## src/rtl/wrr_fifo_arbiter_pkg.sv

```systemverilog
// Shared types and the round-robin pick helper for the readout FIFO arbiter.
package monopix_arb_pkg;

  localparam int ARB_DW = 32;
  localparam int RR_MAX = 16;
  localparam int RR_IW  = $clog2(RR_MAX);

  typedef logic [0:0] state_t;
  localparam state_t ST_ARB   = 1'b0;
  localparam state_t ST_GRANT = 1'b1;

  typedef struct packed {
    logic             valid;
    logic [RR_IW-1:0] idx;
  } rr_pick_t;

  // First set bit of req scanning last+1, last+2, ... modulo n (n <= RR_MAX).
  function automatic rr_pick_t rr_pick(input logic [RR_MAX-1:0] req,
                                       input logic [RR_IW-1:0]  last,
                                       input int                n);
    rr_pick_t p;
    int       j;
    p = '0;
    for (int k = 1; k <= RR_MAX; k++) begin
      j = int'(last) + k;
      if (j >= n) j = j - n;
      if (k <= n && !p.valid && req[j[RR_IW-1:0]]) begin
        p.valid = 1'b1;
        p.idx   = j[RR_IW-1:0];
      end
    end
    return p;
  endfunction

endpackage

```

## src/rtl/wrr_fifo_arbiter_if.sv

```systemverilog
// Source-FIFO / output-FIFO handshake bundle of the arbiter.
interface wrr_fifo_arbiter_if import monopix_arb_pkg::*; #(
  parameter int WIDTH   = 7,
  parameter int DW      = ARB_DW,
  parameter int BURST_W = 4
);
  logic [WIDTH-1:0]              WRITE_REQ;
  logic [WIDTH-1:0]              HOLD_REQ;
  logic [WIDTH-1:0][DW-1:0]      DATA_IN;
  logic [WIDTH-1:0][BURST_W-1:0] BURST_LIMIT;
  logic [WIDTH-1:0]              READ_GRANT;
  logic                          READY_OUT;
  logic                          WRITE_OUT;
  logic [DW-1:0]                 DATA_OUT;

  modport master (
    input  WRITE_REQ, HOLD_REQ, DATA_IN, BURST_LIMIT, READY_OUT,
    output READ_GRANT, WRITE_OUT, DATA_OUT
  );
  modport slave (
    output WRITE_REQ, HOLD_REQ, DATA_IN, BURST_LIMIT, READY_OUT,
    input  READ_GRANT, WRITE_OUT, DATA_OUT
  );
endinterface

```

## src/rtl/wrr_fifo_arbiter_rr_pick.sv

```systemverilog
// Combinational rotate-priority encoder: next requester after the last owner.
module wrr_rr_pick import monopix_arb_pkg::*; #(
  parameter int WIDTH = 7,
  parameter int IW    = (WIDTH > 1) ? $clog2(WIDTH) : 1
) (
  input  logic [WIDTH-1:0] req,
  input  logic [IW-1:0]    last,
  output logic             valid,
  output logic [IW-1:0]    idx
);
  rr_pick_t p;

  always_comb p = rr_pick(RR_MAX'(req), RR_IW'(last), WIDTH);

  assign valid = p.valid;
  assign idx   = p.idx[IW-1:0];
endmodule

```

## src/rtl/wrr_fifo_arbiter.sv

```systemverilog
// Weighted round-robin merge of source FIFOs into one output stream.
// Optional WRR_ARB_STAT_EN adds per-source popped-word counters (STAT_SEL/STAT_CNT).
module wrr_fifo_arbiter import monopix_arb_pkg::*; #(
  parameter int WIDTH   = 7,
  parameter int DW      = ARB_DW,
  parameter int BURST_W = 4
) (
  input  logic                     BUS_CLK,
  input  logic                     nRST,
`ifdef WRR_ARB_STAT_EN
  input  logic [$clog2(WIDTH)-1:0] STAT_SEL,
  output logic [31:0]              STAT_CNT,
`endif
  wrr_fifo_arbiter_if.master       bus
);
  localparam int IW = (WIDTH > 1) ? $clog2(WIDTH) : 1;

  state_t             state;
  logic [IW-1:0]      owner;
  logic [BURST_W-1:0] burst_cnt;
  logic               pick_vld;
  logic [IW-1:0]      pick_idx;
  logic               own_req, own_hold, pop, at_limit;
  logic [DW-1:0]      own_data;
  logic [WIDTH-1:0]   grant;

  wrr_rr_pick #(.WIDTH(WIDTH), .IW(IW)) u_pick (
    .req   (bus.WRITE_REQ),
    .last  (owner),
    .valid (pick_vld),
    .idx   (pick_idx)
  );

  assign own_req  = bus.WRITE_REQ[owner];
  assign own_hold = bus.HOLD_REQ[owner];
  assign own_data = bus.DATA_IN[owner];
  assign pop      = (state == ST_GRANT) && own_req && bus.READY_OUT;
  // >= so a limit lowered mid-burst still ends the burst on the next pop
  assign at_limit = burst_cnt >= bus.BURST_LIMIT[owner];

  always_comb begin
    grant = '0;
    if (pop) grant[owner] = 1'b1;
  end
  assign bus.READ_GRANT = grant;

  always_ff @(posedge BUS_CLK or negedge nRST) begin
    if (!nRST) begin
      state     <= ST_ARB;
      owner     <= IW'(WIDTH - 1);
      burst_cnt <= '0;
    end else if (state == ST_ARB) begin
      if (pick_vld) begin
        owner     <= pick_idx;
        burst_cnt <= '0;
        state     <= ST_GRANT;
      end
    end else begin
      if (pop && !(&burst_cnt)) burst_cnt <= burst_cnt + 1'b1;
      if ((pop && at_limit && !own_hold) || (!own_req && !own_hold))
        state <= ST_ARB;
    end
  end

  always_ff @(posedge BUS_CLK or negedge nRST) begin
    if (!nRST) begin
      bus.WRITE_OUT <= 1'b0;
      bus.DATA_OUT  <= '0;
    end else begin
      bus.WRITE_OUT <= pop;
      if (pop) bus.DATA_OUT <= own_data;
    end
  end

`ifdef WRR_ARB_STAT_EN
  logic [WIDTH-1:0][31:0] stat_cnt;

  always_ff @(posedge BUS_CLK or negedge nRST) begin
    if (!nRST) begin
      stat_cnt <= '0;
      STAT_CNT <= '0;
    end else begin
      for (int i = 0; i < WIDTH; i++)
        if (grant[i] && !(&stat_cnt[i])) stat_cnt[i] <= stat_cnt[i] + 1'b1;
      STAT_CNT <= (32'(STAT_SEL) < WIDTH) ? stat_cnt[STAT_SEL] : '0;
    end
  end
`endif

endmodule

```

## src/flat_wrapper.sv

```systemverilog
// flat-port wrapper written by rule: the top's interface ports become plain ports
module wrr_fifo_arbiter_flat import monopix_arb_pkg::*;
#(
  parameter int WIDTH   = 7,
  parameter int DW      = ARB_DW,
  parameter int BURST_W = 4
)
  (BUS_CLK, nRST, bus_WRITE_REQ, bus_HOLD_REQ, bus_DATA_IN, bus_BURST_LIMIT, bus_READY_OUT, bus_READ_GRANT, bus_WRITE_OUT, bus_DATA_OUT);
  wrr_fifo_arbiter_if #(.WIDTH(WIDTH), .DW(DW), .BURST_W(BURST_W)) bus_i ();
  input  logic BUS_CLK;
  input  logic nRST;
  input wire logic [$bits(bus_i.WRITE_REQ)-1:0] bus_WRITE_REQ;
  input wire logic [$bits(bus_i.HOLD_REQ)-1:0] bus_HOLD_REQ;
  input wire logic [$bits(bus_i.DATA_IN)-1:0] bus_DATA_IN;
  input wire logic [$bits(bus_i.BURST_LIMIT)-1:0] bus_BURST_LIMIT;
  input wire logic [$bits(bus_i.READY_OUT)-1:0] bus_READY_OUT;
  output wire logic [$bits(bus_i.READ_GRANT)-1:0] bus_READ_GRANT;
  output wire logic [$bits(bus_i.WRITE_OUT)-1:0] bus_WRITE_OUT;
  output wire logic [$bits(bus_i.DATA_OUT)-1:0] bus_DATA_OUT;
  assign bus_i.WRITE_REQ = bus_WRITE_REQ;
  assign bus_i.HOLD_REQ = bus_HOLD_REQ;
  assign bus_i.DATA_IN = bus_DATA_IN;
  assign bus_i.BURST_LIMIT = bus_BURST_LIMIT;
  assign bus_i.READY_OUT = bus_READY_OUT;
  assign bus_READ_GRANT = bus_i.READ_GRANT;
  assign bus_WRITE_OUT = bus_i.WRITE_OUT;
  assign bus_DATA_OUT = bus_i.DATA_OUT;
  wrr_fifo_arbiter #(.WIDTH(WIDTH), .DW(DW), .BURST_W(BURST_W)) u_core (.BUS_CLK(BUS_CLK), .nRST(nRST), .bus(bus_i));
endmodule
```

## config.mk

```make
export PLATFORM = sky130hd
export DESIGN_NAME = wrr_fifo_arbiter_flat
export DESIGN_NICKNAME = d
export VERILOG_FILES = /design/src/rtl/wrr_fifo_arbiter_pkg.sv /design/src/rtl/wrr_fifo_arbiter_if.sv /design/src/rtl/wrr_fifo_arbiter_rr_pick.sv /design/src/rtl/wrr_fifo_arbiter.sv /design/src/flat_wrapper.sv
export SDC_FILE = /design/constraint.sdc
export NUM_CORES = 1
export LEC_CHECK = 0
export CAP_MARGIN = 20
export CORE_ASPECT_RATIO = 1.1
export CORE_MARGIN = 4
export CORE_UTILIZATION = 45
export CTS_BUF_LIST = sky130_fd_sc_hd__clkbuf_8
export CTS_CLUSTER_SIZE = 30
export DETAILED_ROUTE_END_ITERATION = 6
export PLACE_DENSITY = 0.95
export SLEW_MARGIN = 40
export SYNTH_ARGS = -nofsm -noshare
export SYNTH_HDL_FRONTEND = slang
export SYNTH_SLANG_ARGS = --single-unit
```

## constraint.sdc

```tcl
create_clock -name BUS_CLK -period 8.9 [get_ports BUS_CLK]
set_input_delay 0.89 -clock BUS_CLK [delete_from_list [all_inputs] [get_ports BUS_CLK]]
set_output_delay 0.89 -clock BUS_CLK [all_outputs]
set_load 0.01 [all_outputs]
```

==> metrics <==
Hold Path Depth=2; Crit Reg-Reg Endpoint=u_core.burst_cnt[1]; simple-gate share of the synthesized area=approximately 15%; clock power share=5.1%; synthesized area per cell=between 9 and 10 sq um; Setup WS post-layout=~4.2 ns; register bit total from synthesis=41; Synth Warn #=0; die width=~120 um; Slew @ Worst Pin=0.7208 ns; register area=1036 sq um; Internal=1.532 mW; endpoints failing setup=0; gr usage total=a little under a third; CTS H-tree depth=2; area occupied by multi-input gates=between 4000 and 5000 sq um; sequential share of power=13.0%; Max Cap Viol=0; CP startpoint kind=register; Adder-Cell Fraction of Synth Area=under 10%; outcome=complete, no violations; Post-CTS Hold Fix Bufs=0; r2r startpoint=u_core.owner[0]; First-pass DRT Iterations=5; layout cells sized above 1=between 10 and 15%; TritonCTS buffer count=5; RSZ-0062 raised after global routing=no; clock slew at reported path FFs=~0.080 ns; Final Cycle Share=a little over half; cell-by-cell trace of the critical path=buf_6 > mux4_2 > o21ai_1 > nand3b_1 > buf_4 > nor2_1 > clkdlybuf4s50_1; Finished Layout Cells=around 1.0k; Routed Antenna Nets=0; compound-gate portion of the synthesized area=approximately 27%; R2R setup slack=between 4 and 5 ns; Routability Congestion=approximately 1.0; clock root cell=clkbuf_8; CTS tree=yes; Syn-to-layout area delta=52.48%; Hold Path Origin=u_core.bus.DATA_OUT[18]; first-pass GRT wire length=36.81 mm; GR Overflow Total=0; vias in the first global route=about 6.6k; XOR/XNOR Fraction of Synth Area=under 10%; deepest clock path buffer count=2; PortBufs=about 310; Placed Cells=roughly 1.0k; die area=14800 sq um; Starting Density=~46%; NumNets Final=roughly 1.2k; WHS Endpoint=u_core.bus.DATA_OUT[18]; Post-Route WL=roughly 25 mm; Clock Skew=0.006785 ns; critical path data arrival time=approximately 3.8 ns; IO Count=slightly above 300; clk sinks=slightly above 40; core area=12640 sq um; LEAKAGE=between 3 and 4 nW; crit path capture type=primary output; largest family of logic cells by synthesized area=compound AO/OA/AOI/OAI gates; chip height=between 100 and 150 um; DR DRC count=0; HP Class=reg -> reg; Peak supply drop=just over 0.0003 V; slowest CP cell=dfrtp_4; ys async rst share=100.0%; Detail Placement HPWL=19.19 mm; Area after DPL=between 8000 and 9000 sq um; setup TNS=0 ns; Final Cell Area=between 8000 and 9000 sq um; Comb pwr share=a little over 80%; crit-path max FO=70; Synth Cell Area=roughly 5800 sq um; pin count of the biggest net entering global routing=71; Post-CTS Repair Setup Buffers=0; syn nets=about 900; mux contribution to synthesized area=25.34%; Post-synth EDFFs=0; max-slew violations=0; Worst Path Required=~8 ns; synth unique cells=between 90 and 100; drt wl/cell=roughly 24 um; Slew HR=51.94%; Final Hold Vio Count=0; FF-to-FF path depth=11; Most used DFF post-synth=dfrtp_1; Site Rows=43; Slowest Stage Delay on Critical Path=between 0.7 and 0.8 ns; 1st-iter DRT viols=between 500 and 600; crit path kind=reg -> out; Net Sw Power=1.612 mW; pre-CTS setup slack=about 4.3 ns; initial antenna violation count=4; routed vias=around 6.6k; Post-Syn Instances=around 630; Highest Clock Rate=between 200 and 250 MHz; Worst-Skew Late Latency=around 0.29 ns; Net Sw Frac=51.27%; crit path time final=between 4 and 5 ns; cts repair resizes=0; PD cells=roughly 350 nW/um^2; number of fill cells=around 940; drt via density=6.333; Seq/Total Area, Yosys=~18%
worst max-delay path by stage:
stage,startpoint,endpoint
finish,u_core.owner[0],bus_READ_GRANT[3]
CTS,u_core.owner[0],bus_READ_GRANT[3]
floorplan,u_core.owner[2],u_core.owner[0]
global route,u_core.owner[0],bus_READ_GRANT[3]
global placement,u_core.owner[0],bus_READ_GRANT[1]
detailed placement,u_core.owner[0],bus_READ_GRANT[3]
cells in the mapped netlist (9+ instances only):
master    number  area [sq um]
o21ai_0       83         415.4
nor2_1        24         90.09
mux2_2        37         416.7
buf_6         10         112.6
nand2_1       66         247.7
mux4_2        42         945.9
ha_1          19         237.7
a221o_1       36         360.4
a21oi_1       22         110.1
dfrtp_1       39         975.9
inv_1         11         41.29
clkbuf_1      29         108.9
mux2i_1       11         110.1
buf_2         12         60.06
nand2b_1       9         56.30
flip-flops by register name (all words and copies together), names as in the netlist:
| name | flops |
|---|---|
| u_core.state | 1 |
| u_core.bus.WRITE_OUT | 1 |
| u_core.bus.DATA_OUT | 32 |
| u_core.owner | 3 |
| u_core.burst_cnt | 4 |
cell type report:
cell class	instances	share of cell area, %
inverters	14	0.5931
multi-input cells	506	48.59
clock inverters	2	0.4237
diodes	2	0.05649
flip-flops and latches	41	11.69
clock buffers	6	0.9321
repair buffers	316	35.49
well taps	157	2.217
placed cells by master, fill, tap and decap left out, types with 3 or more instances in the layout:
| cell | Yosys | final |
|---|---|---|
| clkdlybuf4s50_1 | 0 | 307 |
| o21ai_0 | 83 | 83 |
| nand2_1 | 66 | 66 |
| mux4_2 | 42 | 42 |
| dfrtp_1 | 39 | 38 |
| mux2_2 | 37 | 37 |
| a221o_1 | 36 | 36 |
| nor2_1 | 24 | 23 |
| a21oi_1 | 22 | 22 |
| ha_1 | 19 | 19 |
| mux2i_1 | 11 | 11 |
| inv_1 | 11 | 11 |
| nand2b_1 | 9 | 9 |
| buf_4 | 4 | 8 |
| nor3_1 | 7 | 7 |
| a31oi_1 | 7 | 7 |
| nor2b_1 | 7 | 7 |
| nand3_1 | 7 | 7 |
| xor2_1 | 6 | 6 |
| a211oi_1 | 6 | 6 |
| clkbuf_8 | 5 | 6 |
| nand3b_1 | 5 | 5 |
| and2_1 | 5 | 5 |
| o31ai_1 | 5 | 5 |
| nor3b_1 | 5 | 5 |
| o22ai_1 | 4 | 4 |
| and3_1 | 4 | 4 |
| o21a_1 | 4 | 4 |
| a2111o_1 | 4 | 4 |
| xnor2_1 | 4 | 4 |
| a21boi_1 | 3 | 3 |
| nor4_1 | 3 | 3 |
| o211ai_1 | 3 | 3 |
| a21o_1 | 3 | 3 |
per-layer routing:
| layer | global-route usage, % | share of wire (%) | vias to the layer above |
|---|---|---|---|
| met2 | 54.04 | 50 | 422 |
| li1 | - | - | 2959 |
| met5 | 0 | 0.085 | - |
| met4 | 13.99 | 4.7 | 4 |
| met3 | 7.390 | 10 | 81 |
| met1 | 38.18 | 36 | 3146 |
kinds of logic (layout without fill, tap and decap cells):
logic type	after synthesis	after routing
flip-flops	41	41
AND/OR/NAND/NOR	164	164
buffers and inverters	80	338
multiplexers	90	90
other	0	2
XOR/XNOR	11	11
adder cells (fa/ha/maj)	20	20
AO/OA/AOI/OAI	221	221
through the flow:
stage          hold WS, ns  utilization, %  power (mW)
3_5_place_dp        0.4700           69.05       2.931
5_1_grt             0.5134           70.07       3.366
4_1_cts             0.4894           70.00       3.105
3_3_place_gp        0.4614           69.04       2.862
6_report            0.4870           70.07       3.144
2_1_floorplan       0.5162               -       2.283
power groups by stage:
stage	Combinational (mW)	Clock, mW	Sequential (mW)
CTS	2.53	0.163	0.408
global route	2.77	0.173	0.426
floorplan	1.91	0	0.368
detailed placement	2.52	0	0.411
global placement	2.46	0	0.401
finish	2.58	0.159	0.409
worst max-delay path: cells and delay by family, from the launching register on:
kind,cells,cell delay [ns]
buf+inv,3,1.65
simple gates,2,0.28
flops,1,0.74
mux,1,0.57
compound gates,1,0.19
No activity file was read; power rests on OpenSTA's default activity.
==> RTL change: new RTL, same settings <==
`RR_MAX`: 16 -> 32.
--- a/src/rtl/wrr_fifo_arbiter_pkg.sv
+++ b/src/rtl/wrr_fifo_arbiter_pkg.sv
@@ -4,3 +4,3 @@
   localparam int ARB_DW = 32;
-  localparam int RR_MAX = 16;
+  localparam int RR_MAX = 32;
   localparam int RR_IW  = $clog2(RR_MAX);
Check against the original RTL: equivalent (equiv_simple and equiv_induct, registers matched by name and starting in step).
==> RTL change against the unedited design <==
Sequential cell count stayed put; wire length is 0.72% lower; power decreased by 4.2%; synthesized area down 5.5%; worst setup slack got worse by 0.27 ns; register-to-register slack got worse by 0.30 ns; design area down 2.0%; critical endpoint is now bus_READ_GRANT[5]; largest power group unchanged.
==> RTL change: results (changes against the unedited design) <==
{| class="wikitable"
! Metric !! Value
|-
| Grt met2 use || 0.5785 (+0.03811)
|-
| Layout net count || 1,165 (-0.68%)
|-
| Hold slack final || 0.4896 ns (+0.002555 ns)
|-
| Number of global-route vias before repair || 6,650 (+0.88%)
|-
| Register-to-register setup slack || 4.11 ns (-0.30 ns)
|-
| Placement-stage cell area || 8563 µm² (-1.9%)
|-
| Worst supply voltage drop on vdd || 0.3039 mV (-2.1%)
|-
| Peak per-stage delay on the critical path || 0.98 ns (+0.24 ns)
|-
| Fraction of layout instances using a drive strength above 1 || 0.1344 (-0.006847)
|-
| Outcome || complete, no violations
|-
| Period utilization || 0.5560 (+0.02980)
|-
| Pre-CTS setup slack || 4.028 ns (-0.2958 ns)
|-
| Global Route Usage Sum || 0.3375 (+0.01893)
|-
| Wire length of the first global-routing pass || 36,440 µm (-1.0%)
|-
| Static power due to leakage || 3.274 nW (-1.9%)
|-
| Combinational logic power || 2.44 mW (-5%)
|-
| Diode count || 0 (-2)
|-
| End point of the critical path || bus_READ_GRANT[5]
|-
| Multiplexer share of the synthesized area || 0.2683 (+0.01489)
|-
| Top cells by area in the synthesized netlist || sky130_fd_sc_hd__dfrtp_1 18%, sky130_fd_sc_hd__mux4_2 17%, sky130_fd_sc_hd__mux2_2 8.2%, sky130_fd_sc_hd__o21ai_0 7.7%, sky130_fd_sc_hd__a221o_1 7.1%
|-
| Critical Path AT || 4.06 ns (+0.27 ns)
|-
| Post-detail-place hpwl || 19,170 µm (about the same)
|-
| Crit Reg-Reg Startpoint || u_core.owner[1]
|-
| Worst setup skew after layout || 0.01127 ns (+0.004486 ns)
|-
| Synthesized area per cell || 8.917 µm² (-3.8%)
|-
| Count of different cell masters after synthesis || 73 (-22%)
|-
| Top cells by instance count after synthesis || 84 x sky130_fd_sc_hd__o21ai_0, 56 x sky130_fd_sc_hd__nand2_1, 41 x sky130_fd_sc_hd__mux4_2
|-
| Fraction of the mapped netlist area in compound gates || 0.2765 (+0.001559)
|-
| Hold path startpoint || u_core.bus.DATA_OUT[0]
|-
| Placer congestion estimate || 0.9705 (-5.7%)
|-
| Initial antenna violation count || 2 (-2)
|-
| Largest net degree at the start of global routing || 70 (-1.4%)
|-
| Clock-net power || 164 µW (+3%)
|-
| Master of the slowest instance on the critical path || sky130_fd_sc_hd__dfstp_4
|-
| Fraction of power spent switching nets || 0.5010 (-0.01173)
|}
RTL change: cell count changes in the layout (fill, tap and decap cells not counted), sizes merged, moves of 5 or more:
cell	unedited run	this run
nand2	66	56
a221oi	2	7
nor2	26	36
nor2b	7	12
o211ai	3	8
a21boi	5	0
RTL change: logic make-up after synthesis:
kind of cell	Yosys count
xor+xnor	8
mux	91
buf+inv	76
simple gates	166
fa+ha+maj	19
flops	41
compound gates	215
RTL change: cell type report:
| type | count | area (µm²) |
|---|---|---|
| Multi-Input combinational cell | 499 | 4141 |
| Fill cell | 871 | 3296 |
| Timing Repair Buffer | 314 | 3133 |
| Sequential cell | 41 | 1036 |
| Tap cell | 154 | 192.7 |
| Clock buffer | 6 | 82.58 |
| Inverter | 16 | 62.56 |
| Clock inverter | 2 | 37.54 |
RTL change: metal layers:
metal	part of all wire	routed length, µm
met1	0.36	8875
met2	0.50	12240
met3	0.090	2219
met4	0.053	1304
met5	0.0011	27
